--- src/rtl/cacheline_burst_adaptor_if.sv ---
// Bus bundle for cacheline_burst_adaptor: cache-side line port plus memory-side beat port.
// The adaptor connects through the slave modport; the environment drives the master modport.
interface cacheline_burst_adaptor_if #(
   parameter int BEAT_W = 64,
   parameter int LINE_W = 256
);
   logic [LINE_W-1:0] line_i;
   logic [LINE_W-1:0] line_o;
   logic [31:0]       address_i;
   logic              read_i;
   logic              write_i;
   logic              resp_o;
   logic [BEAT_W-1:0] burst_i;
   logic [BEAT_W-1:0] burst_o;
   logic [31:0]       address_o;
   logic              read_o;
   logic              write_o;
   logic              resp_i;
   logic              error_o;

   modport slave (
      input  line_i, address_i, read_i, write_i, burst_i, resp_i,
      output line_o, resp_o, burst_o, address_o, read_o, write_o, error_o
   );

   modport master (
      output line_i, address_i, read_i, write_i, burst_i, resp_i,
      input  line_o, resp_o, burst_o, address_o, read_o, write_o, error_o
   );
endinterface

--- src/rtl/cacheline_burst_adaptor.sv ---
// Converts a cacheline read/writeback into a 4-beat burst on the memory bus.
// Optional per-beat stall timeout is enabled by defining CLA_TIMEOUT_EN.
module cacheline_burst_adaptor #(
   parameter int BEAT_W         = 64,
   parameter int LINE_W         = 256,
   parameter int TIMEOUT_CYCLES = 1024
) (
   input  logic                     clk,
   input  logic                     rst,
   cacheline_burst_adaptor_if.slave bus
);

   localparam logic [31:0] OFFSET_MASK = 32'(LINE_W / 8 - 1);

   if (LINE_W != 4 * BEAT_W || TIMEOUT_CYCLES < 1 || TIMEOUT_CYCLES > 65535) begin : g_cfg_check
      $error("cacheline_burst_adaptor: unsupported parameter combination");
   end

   typedef enum logic [1:0] {IDLE, RD_BURST, WR_BURST, DONE} state_e;

   state_e            state_q, state_d;
   logic [1:0]        cnt_q, cnt_d;
   logic [LINE_W-1:0] line_q, line_d;
   logic [LINE_W-1:0] wbuf_q, wbuf_d;
   logic [31:0]       addr_q, addr_d;
   logic              rd_q, rd_d;
   logic              wr_q, wr_d;
   logic              resp_q, resp_d;
`ifdef CLA_TIMEOUT_EN
   logic [15:0]       stall_q, stall_d;
   logic              err_q, err_d;
`endif

   always_comb begin
      state_d = state_q;
      cnt_d   = cnt_q;
      line_d  = line_q;
      wbuf_d  = wbuf_q;
      addr_d  = addr_q;
      case (state_q)
         IDLE: begin
            // Writeback wins when both requests arrive together.
            if (bus.write_i) begin
               addr_d  = bus.address_i & ~OFFSET_MASK;
               wbuf_d  = bus.line_i;
               cnt_d   = 2'd0;
               state_d = WR_BURST;
            end else if (bus.read_i) begin
               addr_d  = bus.address_i & ~OFFSET_MASK;
               cnt_d   = 2'd0;
               state_d = RD_BURST;
            end
         end
         RD_BURST: begin
            if (bus.resp_i) begin
               line_d[BEAT_W*cnt_q +: BEAT_W] = bus.burst_i;
               cnt_d = cnt_q + 2'd1;
               if (cnt_q == 2'd3) state_d = DONE;
            end
         end
         WR_BURST: begin
            if (bus.resp_i) begin
               cnt_d = cnt_q + 2'd1;
               if (cnt_q == 2'd3) state_d = DONE;
            end
         end
         DONE:    state_d = IDLE;
         default: state_d = IDLE;
      endcase

`ifdef CLA_TIMEOUT_EN
      // Stall count restarts on every accepted beat and on every state change.
      stall_d = 16'd0;
      err_d   = 1'b0;
      if ((state_q == RD_BURST || state_q == WR_BURST) && !bus.resp_i) begin
         if (stall_q == 16'(TIMEOUT_CYCLES - 1)) begin
            state_d = DONE;
            cnt_d   = 2'd0;
            err_d   = 1'b1;
         end else begin
            stall_d = stall_q + 16'd1;
         end
      end
`endif

      rd_d   = (state_d == RD_BURST);
      wr_d   = (state_d == WR_BURST);
      resp_d = (state_d == DONE);
   end

   always_ff @(posedge clk or posedge rst) begin
      if (rst) begin
         state_q <= IDLE;
         cnt_q   <= 2'd0;
         line_q  <= '0;
         wbuf_q  <= '0;
         addr_q  <= '0;
         rd_q    <= 1'b0;
         wr_q    <= 1'b0;
         resp_q  <= 1'b0;
`ifdef CLA_TIMEOUT_EN
         stall_q <= 16'd0;
         err_q   <= 1'b0;
`endif
      end else begin
         state_q <= state_d;
         cnt_q   <= cnt_d;
         line_q  <= line_d;
         wbuf_q  <= wbuf_d;
         addr_q  <= addr_d;
         rd_q    <= rd_d;
         wr_q    <= wr_d;
         resp_q  <= resp_d;
`ifdef CLA_TIMEOUT_EN
         stall_q <= stall_d;
         err_q   <= err_d;
`endif
      end
   end

   assign bus.line_o    = line_q;
   assign bus.address_o = addr_q;
   assign bus.read_o    = rd_q;
   assign bus.write_o   = wr_q;
   assign bus.resp_o    = resp_q;
   assign bus.burst_o   = (state_q == WR_BURST) ? wbuf_q[BEAT_W*cnt_q +: BEAT_W] : '0;
`ifdef CLA_TIMEOUT_EN
   assign bus.error_o   = err_q;
`else
   assign bus.error_o   = 1'b0;
`endif

endmodule
--- src/flat_wrapper.sv ---
// flat-port wrapper written by rule: the top's interface ports become plain ports
module cacheline_burst_adaptor_flat 
#(
   parameter int BEAT_W         = 64,
   parameter int LINE_W         = 256,
   parameter int TIMEOUT_CYCLES = 1024
)
  (clk, rst, bus_line_i, bus_address_i, bus_read_i, bus_write_i, bus_burst_i, bus_resp_i, bus_line_o, bus_resp_o, bus_burst_o, bus_address_o, bus_read_o, bus_write_o, bus_error_o);
  cacheline_burst_adaptor_if #(.BEAT_W(BEAT_W), .LINE_W(LINE_W)) bus_i ();
  input  logic clk;
  input  logic rst;
  input wire logic [$bits(bus_i.line_i)-1:0] bus_line_i;
  input wire logic [$bits(bus_i.address_i)-1:0] bus_address_i;
  input wire logic [$bits(bus_i.read_i)-1:0] bus_read_i;
  input wire logic [$bits(bus_i.write_i)-1:0] bus_write_i;
  input wire logic [$bits(bus_i.burst_i)-1:0] bus_burst_i;
  input wire logic [$bits(bus_i.resp_i)-1:0] bus_resp_i;
  output wire logic [$bits(bus_i.line_o)-1:0] bus_line_o;
  output wire logic [$bits(bus_i.resp_o)-1:0] bus_resp_o;
  output wire logic [$bits(bus_i.burst_o)-1:0] bus_burst_o;
  output wire logic [$bits(bus_i.address_o)-1:0] bus_address_o;
  output wire logic [$bits(bus_i.read_o)-1:0] bus_read_o;
  output wire logic [$bits(bus_i.write_o)-1:0] bus_write_o;
  output wire logic [$bits(bus_i.error_o)-1:0] bus_error_o;
  assign bus_i.line_i = bus_line_i;
  assign bus_i.address_i = bus_address_i;
  assign bus_i.read_i = bus_read_i;
  assign bus_i.write_i = bus_write_i;
  assign bus_i.burst_i = bus_burst_i;
  assign bus_i.resp_i = bus_resp_i;
  assign bus_line_o = bus_i.line_o;
  assign bus_resp_o = bus_i.resp_o;
  assign bus_burst_o = bus_i.burst_o;
  assign bus_address_o = bus_i.address_o;
  assign bus_read_o = bus_i.read_o;
  assign bus_write_o = bus_i.write_o;
  assign bus_error_o = bus_i.error_o;
  cacheline_burst_adaptor #(.BEAT_W(BEAT_W), .LINE_W(LINE_W), .TIMEOUT_CYCLES(TIMEOUT_CYCLES)) u_core (.clk(clk), .rst(rst), .bus(bus_i));
endmodule
--- config.mk ---
export PLATFORM = sky130hd
export DESIGN_NAME = cacheline_burst_adaptor_flat
export DESIGN_NICKNAME = d
export VERILOG_FILES = /design/src/rtl/cacheline_burst_adaptor_if.sv /design/src/rtl/cacheline_burst_adaptor.sv /design/src/flat_wrapper.sv
export SDC_FILE = /design/constraint.sdc
export NUM_CORES = 1
export LEC_CHECK = 0
export CAP_MARGIN = 0
export CORE_AREA = 10 10 268 270
export CTS_BUF_LIST = sky130_fd_sc_hd__clkbuf_4
export CTS_CLUSTER_SIZE = 8
export DETAILED_ROUTE_END_ITERATION = 6
export DIE_AREA = 0 0 278 280
export PLACE_DENSITY = 0.69
export SYNTH_ARGS = -nofsm -noshare
export SYNTH_HDL_FRONTEND = slang
export SYNTH_SLANG_ARGS = --single-unit
export TNS_END_PERCENT = 50
--- constraint.sdc ---
create_clock -name clk -period 24.2 [get_ports clk]
set_input_delay 4.84 -clock clk [delete_from_list [all_inputs] [get_ports clk]]
set_output_delay 4.84 -clock clk [all_outputs]
set_load 0.05 [all_outputs]
==> Yosys cells after proc, flatten, opt, wreduce, memory -nomap -nowiden <==
Cells that the tools add are included.
{ "word_totals": {"mem_count": 0, "ff_bits": 551, "latchBits": 0, "out_inout_bits": 356, "mem_bits_rw": 0, "rom_bits": 0} }
{ "classes": {"n_bitwise": 0, "mux": 13, "addsub": 2, "n_eq_ne": 9, "n_reduce_logical": 8, "n_mul": 0, "shifts": 3, "n_lt_le_gt_ge": 0, "div": 0} }
{ "ops": {"columns": ["op", "n"], "rows": [
  ["$bwmux W256", 1],
  ["$shift A64 B34 Y256 const A", 1],
  ["$shiftx A256 B9 Y64", 1],
  ["$shiftx A64 B34 Y256", 1],
  ["$mux W32", 2],
  ["$mux W64", 1],
  ["$neg A8 Y34", 1],
  ["$mux W2", 7],
  ["$eq A2 B2 Y1 const B", 5],
  ["$pmux W2 S3", 1],
  ["$reduce_and A2 Y1", 3],
  ["$eq A2 B1 Y1 const B", 2],
  ["$pmux W2 S2", 1],
  ["$reduce_bool A2 Y1", 2],
  ["$ne A3 B3 Y1 const B", 1],
  ["$reduce_and A3 Y1", 1],
  ["$add A2 B1 Y2 const B", 1],
  ["$logic_not A2 Y1", 1],
  ["$ne A2 B1 Y1 const B", 1],
  ["$reduce_or A2 Y1", 1]
]} }

==> Depth between registers and ports, before layout <==
{ "logic_depth": {"ltp_word": 5, "depth_mapped": 9} }

==> Worst setup path before layout <==
Ideal clock, no wire load.
{ "synth_timing": {"kind": "register -> output", "start": "register u_core.cnt_q[0]", "end": "output bus_burst_o[10]", "path_stages_with_launch": 5, "slack_ps": 17571, "n_path_buf": 2, "t_arrival_ps": 1789, "cell_sequence": "dfrtp_1 -> buf_2 -> buf_6 -> mux4_2 -> and2_1"} }
{ "synth_between": {"elab_chain_cells": 2} }
{ "synth_rtl": {"columns": ["item", "line", "text"], "rows": [
  ["start, declared", "cacheline_burst_adaptor.sv:22", "logic [1:0] cnt_q, cnt_d;"],
  ["start signal, assigned", "cacheline_burst_adaptor.sv:107", "cnt_q <= cnt_d;"],
  ["$shiftx A256 B9 Y64", "cacheline_burst_adaptor.sv:126", "assign bus.burst_o = (state_q == WR_BURST) ? wbuf_q[BEAT_W*cnt_q +: BEAT_W] : '0;"],
  ["$mux W64", "cacheline_burst_adaptor.sv:126", null],
  ["end, declared", "flat_wrapper.sv:20", "output wire logic [$bits(bus_i.burst_o)-1:0] bus_burst_o;"]
]} }
Every way passes these cells.

==> Worst setup path after layout <==
{ "layout_timing": {"start": "register u_core.cnt_q[0]", "end": "output bus_burst_o[60]"} }
The elaborated chain is that of the path after synthesis.

==> results.cfg <==
[job]
max_cap_viol_count = 0

[clocking]
post_cts_buffers = 0
cts_htree_levels = 4
clock_path_buffers = 3
clockRootBuffer = clkbuf_4
numCtsBuffers = 150
cts.clk_slew.worst_paths_ns = 0.06
clkLatencyLatePin_ns = 0.95
cts_hold_buf = 0
cts_tree = yes
cts_sinks = 546
postCtsResizedCells = 0

[worst_setup_path]
cp.buffers_inverters = 3
crit_path_end_kind = output pin
cp_data_arrival_time_ns = 4.46
path_max_fanout = 38
max_stage_delay_ns = 0.86
worst_path_max_delay_cell = clkdlybuf4s50_1
path_class = register to output pin
cp.required_ns = 19.36
startpoint_type = register
critPathTopFamily = buffers and inverters
crit_path_frequent_cell = buf_4
crit_chain = buf_4 -> buf_4 -> mux4_2 -> and2_1 -> clkdlybuf4s50_1

[die]
boundaryPins = 713
start_util_pct = 33.0
die_w_um = 278
chipHeight_um = 280
die_area_um2 = 77800
coreArea_um2 = 66600
rows = 95

[synth]
syn_avg_cell_area_um2 = 16.0
ys.flop_type = dfrtp_1
synth_seq_area_share_pct = 62.2
ys_ff_latch = 546
synth_area_um2 = 22000
syn_inst = 1375
yosys_warnings = 0
synth_edf_count = 0
synthArstFlopShare_pct = 100
synth_cell_type_count = 32

[global_routing]
antenna_found_initial = 21
grt_max_degree = 172
grt_pass1_vias = 17400
grtUsageTotal_pct = 18.9
overflow = 0
grt_pass1_wl_um = 113000

[layout]
stdcell_count = 3133
layout-drive-gt1-share_pct = 27.4
mostFrequentLayoutCells = clkdlybuf4s50_1, dfrtp_1, mux2_2
nFillCells = 5837
layout_commonest_cell = clkdlybuf4s50_1
fin_nets = 2511
syn_to_final_growth_pct = 43.6

[drt]
vias = 15800
postRouteAntennaNets = 0
wl_um = 75900
via_per_inst = 5.03
drt-pass1-iter-count = 5
wl_per_cell_um = 24.2
drc_errors = 0
drt_iter0_drc = 1004

[timing]
finalSetupTns_ns = 0
tightest_slew_ns = 1.06
max_freq_mhz = 107
rsz0062_at_grt = no
fin_crit_sh_pct = 38.4
drv_slew = 0
max_slew_margin_pct = 29.2
setup_viol = 0
hold_viol = 0
fin_crit_ns = 9.30
finalClockSkew_ns = 0.0583
setup_slack_ns = 14.90

[pwr]
irDropWorstVdd_v = 0.0000786
power.density_nw_per_um2 = 123
leakagePower_nw = 13.5

[placement]
portBuffers = 701
place_hpwl_um = 53700
dp_cells = 2864
place_congestion = 0.826
pre_cts_ws_ns = 15.71

[worst_hold_path]
hold_path.class = register to register

[outcome]
status = completed
-- flip-flops by register name, indices dropped and copies added, names as in the netlist --
signal                cells
u_core.bus.write_o        1
u_core.cnt_q              2
u_core.bus.read_o         1
u_core.bus.address_o     27
u_core.state_q            2
u_core.wbuf_q           256
u_core.bus.resp_o         1
u_core.bus.line_o       256
-- final cells by class --
cell class	instances	area (um^2)	area share, %
Clock inverter	38	220	0.698
Multi-Input combinational cell	716	7700	24.4
Sequential cell	546	13700	43.3
Clock buffer	213	1600	5.07
Tap cell	873	1090	3.46
Inverter	7	33.8	0.107
Timing Repair Buffer	722	7190	22.8
Antenna cell	18	45.0	0.143
-- cell families after synthesis --
kind of cell / after synthesis / synth area share, %
other: 1 / 0.0171
muxes: 349 / 21.2
DFF: 546 / 62.2
adders and majority gates: 11 / 0.627
AOI/OAI and AO/OA: 264 / 10.5
and+or+nand+nor: 86 / 2.55
buffers and inverters: 118 / 2.97
-- report_power, final --
part,internal (mW),switching [mW],leakage (nW)
clock network,0.416,0.391,1.09
logic,0.752,0.924,5.48
registers,1.22,0.173,6.93
total,2.39,1.49,13.5
-- synthesized netlist by cell type (2+ instances only) --
| master | n | share of area, % |
|---|---|---|
| a22o_1 | 256 | 10 |
| clkbuf_1 | 43 | 0.73 |
| buf_2 | 42 | 0.96 |
| buf_4 | 6 | 0.21 |
| and3_1 | 2 | 0.057 |
| buf_1 | 2 | 0.034 |
| nor2_1 | 2 | 0.034 |
| buf_6 | 18 | 0.92 |
| nand3_1 | 3 | 0.068 |
| mux2_2 | 283 | 15 |
| nor4_4 | 2 | 0.19 |
| and2_1 | 64 | 1.8 |
| nand2_1 | 4 | 0.068 |
| mux2i_1 | 2 | 0.091 |
| nor2b_1 | 3 | 0.085 |
| ha_1 | 11 | 0.63 |
| inv_1 | 6 | 0.10 |
| dfrtp_1 | 546 | 62 |
| a21oi_1 | 3 | 0.068 |
| mux4_2 | 64 | 6.6 |
| nand2b_1 | 2 | 0.057 |
-- routing by layer --
layer	track usage (%)	wire (um)
met5	0	56
met4	10.0	2870
met3	6.36	5700
met2	31.1	38300
met1	21.6	28900
-- per-stage QoR --
stage | area [um^2] | util, % | power [mW] | hold WS, ns
after floorplan | 22000 | - | 2.54 | 0.474
after global placement | 29700 | 44.6 | 3.05 | 0.481
after detailed placement | 29700 | 44.6 | 3.10 | 0.488
after CTS | 31500 | 47.3 | 3.93 | 0.501
after global routing | 31500 | 47.4 | 4.09 | 0.514
final | 31500 | 47.4 | 3.88 | 0.499
-- final timing paths --
check                                            to  slack [ns]               start  depth (start not counted)
max in group asynchronous  u_core.bus.address_o[11]       17.36                 rst                          4
max                                 bus_burst_o[60]       14.90     u_core.cnt_q[0]                          5
min                              u_core.wbuf_q[173]        0.50  u_core.wbuf_q[173]                          1
min in group asynchronous        u_core.wbuf_q[134]        4.41                 rst                          2
min reg2reg                      u_core.wbuf_q[173]        0.50  u_core.wbuf_q[173]                          1
max reg2reg                      u_core.wbuf_q[168]       20.63   u_core.state_q[0]                          6
Note: power is estimated with default switching activity, not from simulation.
